===== src/rtl/calc_pkg.sv =====
// Shared types for the 4-bit calculator datapath: opcodes, entry-sequencer states, default width.
package calc_pkg;

  localparam int CALC_WIDTH = 4;

  typedef enum logic [1:0] {
    OP_ADD = 2'd0,
    OP_SUB = 2'd1,
    OP_OR  = 2'd2,
    OP_NEQ = 2'd3
  } calc_op_t;

  typedef enum logic [1:0] {
    S_A     = 2'd0,
    S_B     = 2'd1,
    S_OP    = 2'd2,
    S_ISSUE = 2'd3
  } calc_seq_state_t;

endpackage


===== src/rtl/btn_debounce.sv =====
// Button conditioner: 2-flop synchroniser, stable-level debounce counter and a one-cycle press pulse.
module btn_debounce #(
  parameter int DEBOUNCE_CYCLES = 1000
) (
  input  logic clk,
  input  logic rst_n,
  input  logic btn_raw,
  output logic press
);

  localparam int CW = (DEBOUNCE_CYCLES > 1) ? $clog2(DEBOUNCE_CYCLES) : 1;

  logic          sync1_q, sync1_d;
  logic          sync2_q, sync2_d;
  logic          level_q, level_d;
  logic          level_dly_q, level_dly_d;
  logic [CW-1:0] cnt_q, cnt_d;

  always_comb begin
    sync1_d     = btn_raw;
    sync2_d     = sync1_q;
    level_dly_d = level_q;
    level_d     = level_q;
    cnt_d       = '0;
    // The counter measures how long the synchronised level has disagreed with the accepted one.
    if (sync2_q != level_q) begin
      if (cnt_q == CW'(DEBOUNCE_CYCLES - 1)) begin
        level_d = sync2_q;
      end else begin
        cnt_d = cnt_q + CW'(1);
      end
    end
  end

  always_ff @(posedge clk or negedge rst_n) begin
    if (!rst_n) begin
      sync1_q     <= 1'b0;
      sync2_q     <= 1'b0;
      level_q     <= 1'b0;
      level_dly_q <= 1'b0;
      cnt_q       <= '0;
    end else begin
      sync1_q     <= sync1_d;
      sync2_q     <= sync2_d;
      level_q     <= level_d;
      level_dly_q <= level_dly_d;
      cnt_q       <= cnt_d;
    end
  end

  assign press = level_q & ~level_dly_q;

endmodule


===== src/rtl/calc_operand_sequencer.sv =====
// Entry stage: collects A, B and opcode with one ENTER button and issues them as a valid/ready transaction.
module calc_operand_sequencer
  import calc_pkg::*;
#(
  parameter int WIDTH           = CALC_WIDTH,
  parameter int DEBOUNCE_CYCLES = 1000,
  parameter int CNT_W           = 8
) (
  input  logic             clk,
  input  logic             rst_n,
  input  logic [WIDTH-1:0] sw,
  input  logic [1:0]       op_sel,
  input  logic             enter_btn,
  input  logic             abort_btn,
  output logic             out_valid,
  input  logic             out_ready,
  output logic [WIDTH-1:0] a_out,
  output logic [WIDTH-1:0] b_out,
  output logic [1:0]       op_out,
  output logic [1:0]       phase,
  output logic [CNT_W-1:0] txn_count
);

  logic enter_press;
  logic abort_press;

  btn_debounce #(.DEBOUNCE_CYCLES(DEBOUNCE_CYCLES)) u_enter_db (
    .clk     (clk),
    .rst_n   (rst_n),
    .btn_raw (enter_btn),
    .press   (enter_press)
  );

  btn_debounce #(.DEBOUNCE_CYCLES(DEBOUNCE_CYCLES)) u_abort_db (
    .clk     (clk),
    .rst_n   (rst_n),
    .btn_raw (abort_btn),
    .press   (abort_press)
  );

  calc_seq_state_t  state_q, state_d;
  logic [WIDTH-1:0] a_q, a_d;
  logic [WIDTH-1:0] b_q, b_d;
  calc_op_t         op_q, op_d;
  logic             valid_q, valid_d;
  logic [CNT_W-1:0] count_q, count_d;

  always_comb begin
    state_d = state_q;
    a_d     = a_q;
    b_d     = b_q;
    op_d    = op_q;
    valid_d = valid_q;
    count_d = count_q;

    // A handshake completing on the abort edge is still counted before the clear.
    if (valid_q && out_ready) begin
      count_d = count_q + CNT_W'(1);
      valid_d = 1'b0;
      state_d = S_A;
    end

    if (abort_press) begin
      state_d = S_A;
      a_d     = '0;
      b_d     = '0;
      op_d    = OP_ADD;
      valid_d = 1'b0;
    end else begin
      case (state_q)
        S_A: begin
          if (enter_press) begin
            a_d     = sw;
            state_d = S_B;
          end
        end
        S_B: begin
          if (enter_press) begin
            b_d     = sw;
            state_d = S_OP;
          end
        end
        S_OP: begin
          if (enter_press) begin
            op_d    = calc_op_t'(op_sel);
            valid_d = 1'b1;
            state_d = S_ISSUE;
          end
        end
        default: begin
        end
      endcase
    end
  end

  always_ff @(posedge clk or negedge rst_n) begin
    if (!rst_n) begin
      state_q <= S_A;
      a_q     <= '0;
      b_q     <= '0;
      op_q    <= OP_ADD;
      valid_q <= 1'b0;
      count_q <= '0;
    end else begin
      state_q <= state_d;
      a_q     <= a_d;
      b_q     <= b_d;
      op_q    <= op_d;
      valid_q <= valid_d;
      count_q <= count_d;
    end
  end

  assign out_valid = valid_q;
  assign a_out     = a_q;
  assign b_out     = b_q;
  assign op_out    = op_q;
  assign phase     = state_q;
  assign txn_count = count_q;

endmodule


===== config.mk =====
export PLATFORM = sky130hd
export DESIGN_NAME = calc_operand_sequencer
export DESIGN_NICKNAME = d
export VERILOG_FILES = /design/src/rtl/calc_pkg.sv /design/src/rtl/btn_debounce.sv /design/src/rtl/calc_operand_sequencer.sv
export SDC_FILE = /design/constraint.sdc
export NUM_CORES = 1
export LEC_CHECK = 0
export ABC_AREA = 1
export BUFFER_PORTS_ARGS = -buffer_cell sky130_fd_sc_hd__buf_2
export CAP_MARGIN = 10
export CORE_MARGIN = 2
export CORE_UTILIZATION = 50
export CTS_CLUSTER_DIAMETER = 150
export CTS_CLUSTER_SIZE = 16
export DETAILED_ROUTE_END_ITERATION = 10
export PLACE_DENSITY = 0.75
export SETUP_SLACK_MARGIN = 0.02
export SLEW_MARGIN = 20
export SYNTH_ARGS = -nofsm -noshare
export SYNTH_HDL_FRONTEND = slang
export SYNTH_HIERARCHICAL = 1
export SYNTH_SLANG_ARGS = --single-unit
export TNS_END_PERCENT = 5

===== constraint.sdc =====
create_clock -name clk -period 1.5 [get_ports clk]
set_input_delay 0.375 -clock clk [delete_from_list [all_inputs] [get_ports clk]]
set_output_delay 0.375 -clock clk [all_outputs]
set_load 0.005 [all_outputs]

======== Yosys cells after proc, flatten, opt, wreduce, memory -nomap -nowiden ========
Cells that the tools add are included.
cells by class
  reduce and logical (&&, ||, !) cells .... 11
  $add $sub $neg .......................... 3
  $mul .................................... 0
  $lt $le $gt $ge ......................... 0
  divide/modulo/power cells ............... 0
  equality and inequality tests ........... 6
  shift operators ......................... 0
  multiplexer cells ....................... 22
  bitwise gates (word level) .............. 4
operators with widths
  cell                   count
  $mux 10                4
  $add 10x1->10 const B  2
  $eq 10x10->1 const B   2
  $mux 4                 5
  $mux 2                 8
  $reduce_and 2->1       5
  $add 8x1->8 const B    1
  $reduce_bool 2->1      4
  $pmux 2 s3             1
  $mux 1                 4
  $and 1x1->1            2
  $eq 2x1->1 const B     1
  $eq 2x2->1 const B     1
  $logic_not 2->1        1
  $ne 1x1->1             2
  $not 1->1              2
  $logic_and 1x1->1      1
storage, ports and cells
  logic and storage cells ................. 62
  flip-flop bits (word level) ............. 49
  bits in latches ......................... 0
  input bits .............................. 11
  output and inout port bits .............. 21
  memories ................................ 0
  memory bits (read-only) ................. 0
  bits in writable memories ............... 0

======== Depth between registers and ports, before layout ========
Gate-level depths: netlist (run 1).
  word-level depth ........................ 5
  mapped depth ............................ 7
  depth with buffers taken out ............ 7

======== By module ========
Netlist (run 1), hierarchy kept.
by module, submodules not included
  module                  cells each  area an instance (µm²)  sequential area each (µm²)  times used
  btn_debounce            67          649.4                   350.3                       2
  calc_operand_sequencer  118         991.0                   525.5                       1

======== Worst setup path after synthesis (run 1) ========
No wires, ideal clock.
  kind .................................... reg-to-reg
  from .................................... register u_abort_db.cnt_q[0]
  to ...................................... register u_abort_db.cnt_q[8]
  path buffers ............................ 0
  library setup time ...................... 0.077 ns
  period minus slack after synthesis ...... 1.201 ns
  stages on the path, launching flop included .. 7
  required time ........................... 1.423 ns
  arrival time ............................ 1.124 ns
  path slack .............................. 0.299 ns
  cells stage by stage .................... dfrtp_1 > ha_1 > nand2_2 > clkinv_1 > nand3_2 > nand2_4 > a21oi_1
on the way
  cells in the longest elaborated chain, start to end .. 3
  elaborated cells on any way between the ends .. 4
ends and longest elaborated chain
  item                                                  RTL line                                RTL
  start: declaration                                    btn_debounce.sv:17                      logic [CW-1:0] cnt_q, cnt_d;
  start signal: assignment                              btn_debounce.sv:47                      cnt_q <= cnt_d;
  $add 10x1->10 / $eq 10x10->1 (equally long branches)  btn_debounce.sv:30, btn_debounce.sv:27
  $mux 10 *                                             btn_debounce.sv:27                      if (cnt_q == CW'(DEBOUNCE_CYCLES - 1)) begin
  $mux 10 *                                             btn_debounce.sv:26                      if (sync2_q != level_q) begin
  via u_abort_db.cnt_d[8]                               btn_debounce.sv:17
The timed path passes the listed nets; every way through them passes the cells marked *.
A chain may end at the register's enable or synchronous reset.

======== Worst setup path after layout (run 1) ========
  from .................................... register u_enter_db.cnt_q[0]
  to ...................................... register u_enter_db.cnt_q[8]
on the way
  cells in the longest elaborated chain, start to end .. 3
  elaborated cells on any way between the ends .. 4
ends and longest elaborated chain
  item                                                  RTL line
  start: declaration                                    btn_debounce.sv:17
  start signal: assignment                              btn_debounce.sv:47
  $add 10x1->10 / $eq 10x10->1 (equally long branches)  btn_debounce.sv:30, btn_debounce.sv:27
  $mux 10 *                                             btn_debounce.sv:27
  $mux 10 *                                             btn_debounce.sv:26
  via u_enter_db.cnt_d[8]                               btn_debounce.sv:17
Marks and branches as above.

==> summary.md, run 1 <==
| Metric | Value |
|---|---|
| Hold Fails Final Rpt | `0` |
| Post-route DRC | `0` |
| Commonest cells post-synth | `sky130_fd_sc_hd__dfrtp_1, sky130_fd_sc_hd__nand2_1, sky130_fd_sc_hd__nor2_1, sky130_fd_sc_hd__inv_1, sky130_fd_sc_hd__nand3_1` |
| Proportion of register bits with asynchronous set or reset after synthesis | `1.000` |
| Sum of negative setup slack | `0 ns` |
| Number of buffers added on ports | `31` |
| Fraction of power spent switching nets | `0.2163` |
| Vias | `1,682` |
| Average routed wire per standard cell | `11.72 um` |
| Proportion of layout cells with a drive suffix above 1 | `0.2389` |
| DP Wirelength | `between 2 and 3 mm` |
| Remaining max-slew budget at the tightest pin | `0.7922` |
| Count of buffering cells on the critical path with inverters included | `1` |
| Critical-path cell with the highest stage delay | `sky130_fd_sc_hd__dfrtp_1` |
| Antenna violations before repair | `0` |
| Top_reg_cell synth | `sky130_fd_sc_hd__dfrtp_1` |
| Reg-to-Reg Start | `u_enter_db/cnt_q[0]$_DFF_PN0_` |
| Total congestion overflow | `0` |
| Global-route wire length before repair | `approximately 7.3 mm` |
| Largest delay share family, worst path | `flip-flops` |
| Cells taking the most area after synthesis | `sky130_fd_sc_hd__dfrtp_1, sky130_fd_sc_hd__nand2_1, sky130_fd_sc_hd__nor2_1` |
| Sequential group share of total power | `0.557` |
| Synth Register Bits | `49` |
| Number of violations of the max-capacitance limit | `0` |
| Design internal power | `between 0.0015 and 0.002 W` |
| Cts bufs inserted | `5` |
| Total non-filler cell area in the finished layout | `about 0.0027 mm2` |
| Latest clock arrival within the worst-skew pair | `0.30 ns` |
| Highest cell delay on the worst timing path | `between 0.4 and 0.5 ns` |
| Final period util | `0.8967` |
| Clock edge transition at the registers on the reported setup and hold paths | `0.09 ns` |
| Row count | `24` |
| Max rail drop VDD | `769.4 uV` |
| Critical path data arrival time | `between 1.5 and 2 ns` |
| Final Net Count | `306` |
| Critical Path Sink Type | `flip-flop` |
| P&R area growth vs syn | `16.07%` |
| Count of fill cells added during filler insertion | `around 360` |
| Die width | `a little over 70 um` |
| Cell Area, Synth | `roughly 0.0023 mm2` |
| Depth of the critical timing path with buffers and inverters included | `6` |
| Number of nets in the synthesized netlist | `roughly 270` |
| Combined area of the multi-input logic cells | `around 920 um2` |
| Post-synth top area share | `0.5355` |
| CTS H-Tree Depth | `2` |
| Type of the tightest min-delay check | `in2async` |
| Core Area | `~0.0044 mm2` |
| Die Span Y | `around 70 um` |
| Sequential fraction of the synthesis area | `0.5355` |
| Peak fanout along the critical path | `6` |
| Post-Syn Area per Cell | `between 9 and 10 um2` |
| Starting DRC count in detailed routing | `69` |
| Number of distinct library cell variants in the gate-level netlist after synthesis | `22` |
| Via density per instance | `between 4 and 5` |
| Placer Congestion | `between 0.7 and 0.8` |
| Effective utilization at floorplan | `0.5223` |
| Time the worst path needs with I/O delays and setup | `approximately 1.3 ns` |
| Maximum clock frequency | `743.5 MHz` |
| Clock power share | `0.391` |
| Final setup fails | `0` |
| Pin count of the biggest net entering global routing | `50` |
| Root cell of the clock tree | `sky130_fd_sc_hd__clkbuf_8` |
| Post-synth EDFFs | `0` |
| Detailed-routing iteration count for the pre-antenna-repair pass | `4` |
| Cts repair resizes | `0` |
| Detailed Route WL | `between 4 and 5 mm` |
| Worst r2r dst | `u_enter_db/cnt_q[8]$_DFF_PN0_` |
| Syn Inst Count | `252` |
| Final clock skew | `between 0.007 and 0.008 ns` |
| Count of boundary I/O pins | `32` |
| Cell count of the worst reg-to-reg path | `6` |
| Actual transition at the worst max-transition pin | `roughly 0.31 ns` |
| Seq. cell area | `0.001226 mm2` |
| Setup slack, reg-to-reg | `0.16 ns` |
| Number of max-slew violations in the final report | `0` |
| # Post-CTS Setup Buffers | `0` |
| Post-place instance area | `around 0.0025 mm2` |
| Hold buffer count at cts | `0` |
| PwrDens | `935.3 mW/mm2` |
| Max clock buf depth | `2` |
| Leakage dissipation | `1.266 nW` |
| Crit path launch | `u_enter_db/cnt_q[0]$_DFF_PN0_` |
| Clock tree from TritonCTS | `built` |
| Sequence of cells on the critical path | `ha_1 -> nand2_2 -> clkinv_1 -> nand3_2 -> nand2_4 -> a21oi_1` |
| Cell taking the most area after synthesis | `sky130_fd_sc_hd__dfrtp_1` |
| Gr usage total | `0.1832` |
| Endpoint of the worst setup timing path | `u_enter_db/cnt_q[8]$_DFF_PN0_` |
| Final Total Pwr | `between 0.002 and 0.0025 W` |
| Switching power summed over all nets | `approximately 0.00054 W` |
| Count of antenna-violating nets left after detailed routing | `0` |
| Type of the worst setup path | `reg2reg` |
| Via count of the first global-routing pass | `between 1.5k and 2k` |
| Status | `complete, no violations` |
| Synth warn | `6` |
| Kind of start point of the critical path | `flip-flop` |
| Antenna diode count | `0` |
| DIE AREA | `slightly above 0.005 mm2` |
| Worst endpoint required time | `approximately 1.7 ns` |
| Number of clock sinks | `49` |
| Setup repair after global routing missed its margin | `no` |
| Relative contribution of combinational cells to total power | `0.052` |
kinds of logic after synthesis:
logic type	Yosys count	synth area share
AND/OR/NAND/NOR	133	0.2973
flip-flops	49	0.5355
buffers and inverters	37	0.06066
AO/OA/AOI/OAI	18	0.04426
XOR/XNOR	12	0.04590
adder cells (fa/ha/maj)	3	0.01640
power groups by stage:
stage / sequential [W] / combinational, W / clock (W)
6_report: 0.00138 / 0.000130 / 0.000971
3_5_place_dp: 0.00141 / 0.000133 / 0
3_3_place_gp: 0.00141 / 0.000130 / 0
5_1_grt: 0.00139 / 0.000155 / 0.00106
2_1_floorplan: 0.00141 / 0.0000596 / 0
4_1_cts: 0.00139 / 0.000135 / 0.000995
sequential cells by signal, summed over array words and instances, names as in the netlist:
signal and cells:
b_out 4, u_abort_db/level_dly_d 1, a_out 4, txn_count 8
phase 2, u_abort_db/sync1_q 1, op_out 2, u_abort_db/cnt_q 10
out_valid 1, u_enter_db/sync1_q 1, u_enter_db/sync2_q 1, u_enter_db/level_dly_q 1
u_abort_db/sync2_q 1, u_enter_db/cnt_q 10, u_abort_db/level_dly_q 1, u_enter_db/level_dly_d 1
routing by layer:
layer / vias up / global-route usage / share of wire
met5: - / 0 / 0
met4: 0 / 0.05660 / 0.013
met3: 4 / 0.05907 / 0.036
met2: 34 / 0.2994 / 0.50
met1: 783 / 0.2333 / 0.45
li1: 861 / - / -
layout make-up:
type	count	share of cell area
multi-input combinational	166	0.3479
clock inverter	2	0.01412
inverter	37	0.05226
sequential	49	0.4614
clock buffer	6	0.03107
tap	52	0.02448
timing repair buffer	33	0.06874
cells in the final DEF (no fill, tap or decap), drive strengths merged:
master and n:
xnor2 8, o21ai 8, xor2 4, clkinvlp 1
clkinv 2, nor3 4, dfrtp 49, bufinv 1
nand3 25, clkbuf 6, ha 3, inv 35
a21oi 10, nor2 48, nand2 56, buf 33
worst min path at each step:
| stage | end | slack, ns | cells after the start |
|---|---|---|---|
| 6_report | u_enter_db/cnt_q[0]$_DFF_PN0_ | 0.04 | 2 |
| 5_1_grt | u_enter_db/cnt_q[2]$_DFF_PN0_ | 0.06 | 2 |
| 4_1_cts | u_enter_db/cnt_q[3]$_DFF_PN0_ | 0.05 | 2 |
| 3_5_place_dp | u_abort_db/sync2_q$_DFF_PN0_ | 0.34 | 0 |
| 3_3_place_gp | u_abort_db/sync2_q$_DFF_PN0_ | 0.33 | 0 |
| 2_1_floorplan | a_out[0]$_DFFE_PN0P_ | 0.08 | 0 |
stage by stage:
step	setup WS, ns	instances	utilization	hold WS, ns
floorplan	0.2987	252	-	0.07941
global placement	0.2206	337	0.5788	0.3329
detailed placement	0.1856	337	0.5788	0.3403
CTS	0.1568	345	0.6062	0.04848
global route	0.02437	345	0.6062	0.05606
finish	0.1550	345	0.6062	0.03891
(Power assumes the default switching activity.)
==> inputs of run 2 (changes only) <==
Settings changed: CELL_PAD_IN_SITES_DETAIL_PLACEMENT set to 1, CELL_PAD_IN_SITES_GLOBAL_PLACEMENT set to 1, CORE_UTILIZATION 50 to 43, PLACE_DENSITY 0.75 to 0.83.
==> run 2 against run 1 <==
Net effect:
- critical path depth stayed put
- clock power is essentially flat
- utilization down 8.2 points
- sequential power is essentially flat
- fmax is 0.73% higher
- non-clock buffer count is the same
- global-route usage is 0.69 points higher
- final cell count grew 5.2%
- worst hold slack worse by 0.0014 ns
- sequential share of layout area is 0.37 points lower
- first-iteration DRC count down 17%
- critical path type unchanged
- largest cell class unchanged
==> summary.md, run 2 (same netlist as run 1, synthesis figures left out) <==
| Metric | Value |
|---|---|
| Actual transition at the worst max-transition pin | `0.3616 ns (+0.05219 ns)` |
| Share of the core filled with cells in the final layout | `0.5245 (-0.08167)` |
| Antenna diode count | `0 (unchanged)` |
| Type of the tightest min-delay check | `in2async` |
| CTS H-Tree Depth | `2 (unchanged)` |
| Final Total Pwr | `0.002495 W (+0.39%)` |
| Count of antenna-violating nets left after detailed routing | `0 (unchanged)` |
| Die Span Y | `76.97 um (+7.4%)` |
| PwrDens | `931.5 mW/mm2 (-0.41%)` |
| Antenna violations before repair | `0 (unchanged)` |
| Via density per instance | `4.785 (-1.9%)` |
| Average routed wire per standard cell | `13.82 um (+18%)` |
| Max clock buf depth | `2 (unchanged)` |
| Clock tree from TritonCTS | `built` |
| Post-route worst hold slack | `0.03756 ns (-0.001351 ns)` |
| Commonest non-fill, non-tap cells in the layout | `sky130_fd_sc_hd__nand2_1, sky130_fd_sc_hd__dfrtp_1, sky130_fd_sc_hd__nor2_1` |
| Clock edge transition at the registers on the reported setup and hold paths | `0.09 ns (about the same)` |
| Peak fanout along the critical path | `5 (-1)` |
| Final Net Count | `306 (unchanged)` |
| Setup repair after global routing missed its margin | `no` |
| Sum of negative setup slack | `0 ns (unchanged)` |
| Placed Cells | `355 (+5.3%)` |
| Time the worst path needs with I/O delays and setup | `1.335 ns (-0.009742 ns)` |
| Count of boundary I/O pins | `32 (unchanged)` |
| Core Area | `0.005107 mm2 (+16%)` |
| Pin count of the biggest net entering global routing | `50 (unchanged)` |
| Effective utilization at floorplan | `0.4483 (-0.07395)` |
| Placer Congestion | `0.7509 (-5.8%)` |
| Type of the worst setup path | `reg2reg` |
| Detailed Route WL | `5.016 mm (+24%)` |
| Hold Fails Final Rpt | `0 (unchanged)` |
| Remaining max-slew budget at the tightest pin | `0.7572 (-0.03504)` |
| Number of clock sinks | `49 (unchanged)` |
| Sequence of cells on the critical path | `ha_1 -> nand2_2 -> clkinv_1 -> nand3_2 -> nand3_1 -> nor2_1` |
| Vias | `1,737 (+3.3%)` |
| Detailed-routing iteration count for the pre-antenna-repair pass | `4 (unchanged)` |
| Total congestion overflow | `0 (unchanged)` |
| Critical-path cell with the highest stage delay | `sky130_fd_sc_hd__dfrtp_1` |
| Number of max-slew violations in the final report | `0 (unchanged)` |
| Post-route DRC | `0 (unchanged)` |
| Max rail drop VDD | `472.7 uV (-39%)` |
| Root cell of the clock tree | `sky130_fd_sc_hd__clkbuf_8` |
| Proportion of layout cells with a drive suffix above 1 | `0.2389 (unchanged)` |
| Status | `complete, no violations` |
| Global-route wire length before repair | `9.032 mm (+23%)` |
| Worst endpoint required time | `1.72 ns (about the same)` |
| Row count | `26 (+8.3%)` |
| Kind of start point of the critical path | `flip-flop` |
| Final period util | `0.8902 (-0.006495)` |
| Gr usage total | `0.1902 (+0.006943)` |
| Starting DRC count in detailed routing | `57 (-17%)` |
| Critical path data arrival time | `1.56 ns (about the same)` |
| Hold buffer count at cts | `0 (unchanged)` |
| Final clock skew | `0.004425 ns (-0.003406 ns)` |
| P&R area growth vs syn | `16.99%` |
| Die width | `76.97 um (+7.4%)` |
| Final setup fails | `0 (unchanged)` |
| Cts bufs inserted | `5 (unchanged)` |
| Latest clock arrival within the worst-skew pair | `0.30 ns (about the same)` |
| DP Wirelength | `3.692 mm (+25%)` |
| Number of violations of the max-capacitance limit | `0 (unchanged)` |
| Count of fill cells added during filler insertion | `641 (+81%)` |
| Critical Path Sink Type | `flip-flop` |
| Maximum clock frequency | `748.9 MHz (+0.73%)` |
| DIE AREA | `0.005924 mm2 (+15%)` |
| Final std cells w/o fill | `363 (+5.2%)` |
| Leakage dissipation | `1.267 nW (about the same)` |
| Number of buffers added on ports | `31 (unchanged)` |
| Via count of the first global-routing pass | `1,963 (+15%)` |
| Highest cell delay on the worst timing path | `0.43 ns (about the same)` |
==> run 2: report_power, final <==
part | switching (W) | leakage (nW) | internal [W]
Clock | 0.000427 | 0.0585 | 0.000544
Combinational | 0.0000821 | 0.605 | 0.0000549
Sequential | 0.0000354 | 0.604 | 0.00135
==> run 2: worst paths after layout <==
kind	from	cells after the start	to	slack, ns
worst max-delay path	u_enter_db/cnt_q[0]$_DFF_PN0_	6	u_enter_db/cnt_q[7]$_DFF_PN0_	0.16
worst min-delay path	rst_n	2	u_enter_db/cnt_q[3]$_DFF_PN0_	0.04
worst max register to register	u_enter_db/cnt_q[0]$_DFF_PN0_	6	u_enter_db/cnt_q[7]$_DFF_PN0_	0.16
worst min register to register	u_abort_db/sync1_q$_DFF_PN0_	0	u_abort_db/sync2_q$_DFF_PN0_	0.36
max in group asynchronous	rst_n	2	u_abort_db/cnt_q[7]$_DFF_PN0_	1.22
min in group clk	abort_btn	1	u_abort_db/sync1_q$_DFF_PN0_	0.18
==> run 2: worst max-delay path, delay by kind of cell, from the launching register on <==
family                     cells  cell delay (ns)
buffers and inverters          1             0.11
and+or+nand+nor                4             0.48
DFF                            1             0.43
adders and majority gates      1             0.24
==> run 2: per-layer routing <==
layer  track usage  vias to the layer above  part of all wire
met5             0                        -                 0
met4       0.05357                        0            0.0094
met3       0.03647                        5             0.030
met2        0.3377                       30              0.51
met1        0.2362                      845              0.45
li1              -                      857                 -
==> run 2: stage by stage <==
stage	worst slack, ns	instance area, um2
3_3_place_gp	0.2340	2560
3_5_place_dp	0.1179	2560
5_1_grt	0.03381	2679
6_report	0.1647	2679
2_1_floorplan	0.2987	2290
4_1_cts	0.1096	2676
==> run 2: repair_timing <==
action | 4_1_cts | 5_1_grt
gates resized for setup | 0 | 1
setup endpoints to repair | 0 | 2
buffers inserted | 0 | 0
==> run 2: final cells by class <==
type                            instances  area [um2]  area share
Clock inverter                          1       30.03     0.01121
Multi-Input combinational cell        166       927.1      0.3461
Sequential cell                        49        1226      0.4577
Clock buffer                            7       86.33     0.03223
Inverter                               37       138.9     0.05184
Tap cell                               70       87.58     0.03269
Timing Repair Buffer                   33       182.7     0.06819
==> inputs of run 3 (changes only) <==
Settings changed: BUFFER_PORTS_ARGS -buffer_cell sky130_fd_sc_hd__buf_2 to unset, CORE_UTILIZATION 43 to 47, DONT_BUFFER_PORTS set to 1, PLACE_DENSITY 0.83 to 0.81.
==> run 3 against run 2 <==
Net effect:
- the run now ends with hold timing left
- die area down 8.1%
- worst hold slack worse by 0.28 ns
- final area down 7.2%
- via count down 7.7%
- sequential share of layout area up 3.6 points
- first-iteration DRC count up 35%
- sequential power about the same
- register-to-register slack worse by 0.03 ns
- combinational power down 46%
- global-route usage down 0.076 points
- final cell count down 9.9%
- clock skew up 0.0092 ns
- largest power group unchanged
- highest routed layer unchanged
==> summary.md, run 3 (same netlist as run 1, synthesis figures left out) <==
| Metric | Value |
|---|---|
| Die width | `73.80 um (-4.1%)` |
| Setup repair after global routing missed its margin | `no` |
| Detailed-routing iteration count for the pre-antenna-repair pass | `4 (unchanged)` |
| P&R area growth vs syn | `8.524%` |
| Hold Fails Final Rpt | `49 (+49)` |
| Max rail drop VDD | `598.3 uV (+27%)` |
| Global-route wire length before repair | `7.810 mm (-14%)` |
| Count of antenna-violating nets left after detailed routing | `0 (unchanged)` |
| Final Total Pwr | `0.002386 W (-4.4%)` |
| Via count of the first global-routing pass | `1,710 (-13%)` |
| Effective utilization at floorplan | `0.4848 (+0.03646)` |
| Core Area | `0.004723 mm2 (-7.5%)` |
| Number of max-slew violations in the final report | `0 (unchanged)` |
| Type of the tightest min-delay check | `in2async` |
| Die Span Y | `73.80 um (-4.1%)` |
| Actual transition at the worst max-transition pin | `0.3653 ns (+0.003705 ns)` |
| Commonest non-fill, non-tap cells in the layout | `sky130_fd_sc_hd__nand2_1, sky130_fd_sc_hd__dfrtp_1, sky130_fd_sc_hd__nor2_1` |
| Critical-path cell with the highest stage delay | `sky130_fd_sc_hd__dfrtp_1` |
| Final std cells w/o fill | `327 (-9.9%)` |
| Root cell of the clock tree | `sky130_fd_sc_hd__clkbuf_8` |
| DIE AREA | `0.005446 mm2 (-8.1%)` |
| Setup slack, reg-to-reg | `0.13 ns (-0.03 ns)` |
| Critical path data arrival time | `1.59 ns (+0.03 ns)` |
| Total congestion overflow | `0 (unchanged)` |
| Clock edge transition at the registers on the reported setup and hold paths | `0.09 ns (about the same)` |
| CTS H-Tree Depth | `2 (unchanged)` |
| Maximum clock frequency | `730.6 MHz (-2.4%)` |
| Cell count of the worst reg-to-reg path | `6 (unchanged)` |
| Total non-filler cell area in the finished layout | `0.002485 mm2 (-7.2%)` |
| Pin count of the biggest net entering global routing | `50 (unchanged)` |
| Highest cell delay on the worst timing path | `0.43 ns (about the same)` |
| DP Wirelength | `3.299 mm (-11%)` |
| Antenna violations before repair | `0 (unchanged)` |
| Share of the core filled with cells in the final layout | `0.5261 (+0.001595)` |
| Critical Path Sink Type | `flip-flop` |
| Via density per instance | `4.905 (+2.5%)` |
| Peak fanout along the critical path | `6 (+1)` |
| Final Net Count | `274 (-10%)` |
| Starting DRC count in detailed routing | `77 (+35%)` |
| Number of buffers added on ports | `0 (-100%)` |
| Sequence of cells on the critical path | `ha_1 -> nand2_2 -> clkinv_1 -> nand3_2 -> nand2_4 -> a21oi_1` |
| Leakage dissipation | `1.140 nW (-10%)` |
| Type of the worst setup path | `reg2reg` |
| Post-place instance area | `0.002381 mm2 (-7.0%)` |
| PwrDens | `960.1 mW/mm2 (+3.1%)` |
| Worst endpoint required time | `1.72 ns (about the same)` |
| Clock tree from TritonCTS | `built` |
| Average routed wire per standard cell | `14.03 um (+1.6%)` |
| Count of fill cells added during filler insertion | `560 (-13%)` |
| Cts bufs inserted | `5 (unchanged)` |
| Final clock skew | `0.01367 ns (+0.009243 ns)` |
| Gr usage total | `0.1894 (-0.0007598)` |
| Post-route worst hold slack | `-0.2437 ns (-0.2813 ns)` |
| Kind of start point of the critical path | `flip-flop` |
| Placed Cells | `320 (-9.9%)` |
| Detailed Route WL | `4.589 mm (-8.5%)` |
| Seq. cell area | `0.001226 mm2 (unchanged)` |
| Proportion of layout cells with a drive suffix above 1 | `0.1423 (-0.09660)` |
| Crit path launch | `u_abort_db/cnt_q[0]$_DFF_PN0_` |
| Count of boundary I/O pins | `32 (unchanged)` |
| Post-route DRC | `0 (unchanged)` |
| Final period util | `0.9125 (+0.02233)` |
| Time the worst path needs with I/O delays and setup | `1.369 ns (+0.03350 ns)` |
| Status | `complete, but fails checks` |
| Number of clock sinks | `49 (unchanged)` |
| Antenna diode count | `0 (unchanged)` |
| Combined area of the multi-input logic cells | `924.6 um2 (-0.27%)` |
| Latest clock arrival within the worst-skew pair | `0.30 ns (about the same)` |
| Reg-to-Reg Start | `u_abort_db/cnt_q[0]$_DFF_PN0_` |
| Violations in the final reports | `hold timing` |
| Number of violations of the max-capacitance limit | `0 (unchanged)` |
| Endpoint of the worst setup timing path | `u_abort_db/cnt_q[8]$_DFF_PN0_` |
| Sum of negative setup slack | `0 ns (unchanged)` |
| Max clock buf depth | `2 (unchanged)` |
| Row count | `25 (-3.8%)` |
| Worst r2r dst | `u_abort_db/cnt_q[8]$_DFF_PN0_` |
| Placer Congestion | `0.7598 (+1.2%)` |
| Remaining max-slew budget at the tightest pin | `0.7547 (-0.002488)` |
| Vias | `1,604 (-7.7%)` |
| Final setup fails | `0 (unchanged)` |
run 3: cell count changes in the layout (fill, tap and decap cells not counted):
cell and change:
sky130_fd_sc_hd__clkbuf_8 -1, sky130_fd_sc_hd__buf_12 -1, sky130_fd_sc_hd__nor2_2 -1, sky130_fd_sc_hd__clkbuf_1 -1, sky130_fd_sc_hd__nor2_1 +1, sky130_fd_sc_hd__clkinv_2 +1, sky130_fd_sc_hd__buf_2 -31
run 3: what timing repair did:
action,CTS,global route
gates resized for setup,0,0
setup endpoints to repair,0,0
setup buffers,0,0
hold endpoints to repair,49,49
run 3: area by class of cell:
cell class              instances  share of cell area
clock buffers                   5             0.02769
flip-flops and latches         49              0.4935
repair buffers                  1            0.003021
multi-input cells             166              0.3721
well taps                      67             0.03374
inverters                      37             0.05589
clock inverters                 2             0.01410
run 3: worst min-delay path by stage:
stage	from	endpoint	slack, ns	depth (start not counted)
floorplan	rst_n	a_out[0]$_DFFE_PN0P_	0.08	0
global placement	rst_n	u_enter_db/cnt_q[6]$_DFF_PN0_	0.08	0
detailed placement	rst_n	u_enter_db/cnt_q[5]$_DFF_PN0_	0.08	0
CTS	rst_n	txn_count[7]$_DFFE_PN0P_	-0.25	0
global route	rst_n	txn_count[7]$_DFFE_PN0P_	-0.27	0
finish	rst_n	txn_count[7]$_DFFE_PN0P_	-0.24	0
run 3: critical path: cells and delay by family, from the launching register on:
family / cells / cell delay, ns
and+or+nand+nor: 3 / 0.38
adders and majority gates: 1 / 0.24
AOI/OAI and AO/OA: 1 / 0.13
DFF: 1 / 0.43
buffers and inverters: 1 / 0.13
run 3: per-stage QoR:
step	worst slack, ns	hold slack (ns)
global placement	0.2147	0.08125
detailed placement	0.1687	0.08140
global route	0.06111	-0.2684
finish	0.1312	-0.2437
floorplan	0.2987	0.07941
CTS	0.1180	-0.2549
run 3: per-layer routing:
| layer | track usage | wire (um) | up-vias | share of wire |
|---|---|---|---|---|
| li1 | - | - | 790 | - |
| met1 | 0.2320 | 2021 | 785 | 0.44 |
| met2 | 0.3224 | 2354 | 25 | 0.51 |
| met3 | 0.05350 | 166 | 4 | 0.036 |
| met4 | 0.05859 | 46 | 0 | 0.010 |
| met5 | 0 | 0 | - | 0 |
run 3: power breakdown:
group	internal (W)	leakage [nW]	total, W	switching, W
registers	0.00135	0.604	0.00139	0.0000389
clock network	0.000485	0.0540	0.000921	0.000435
logic	0.0000309	0.482	0.0000741	0.0000433
total	0.00187	1.14	0.00239	0.000518
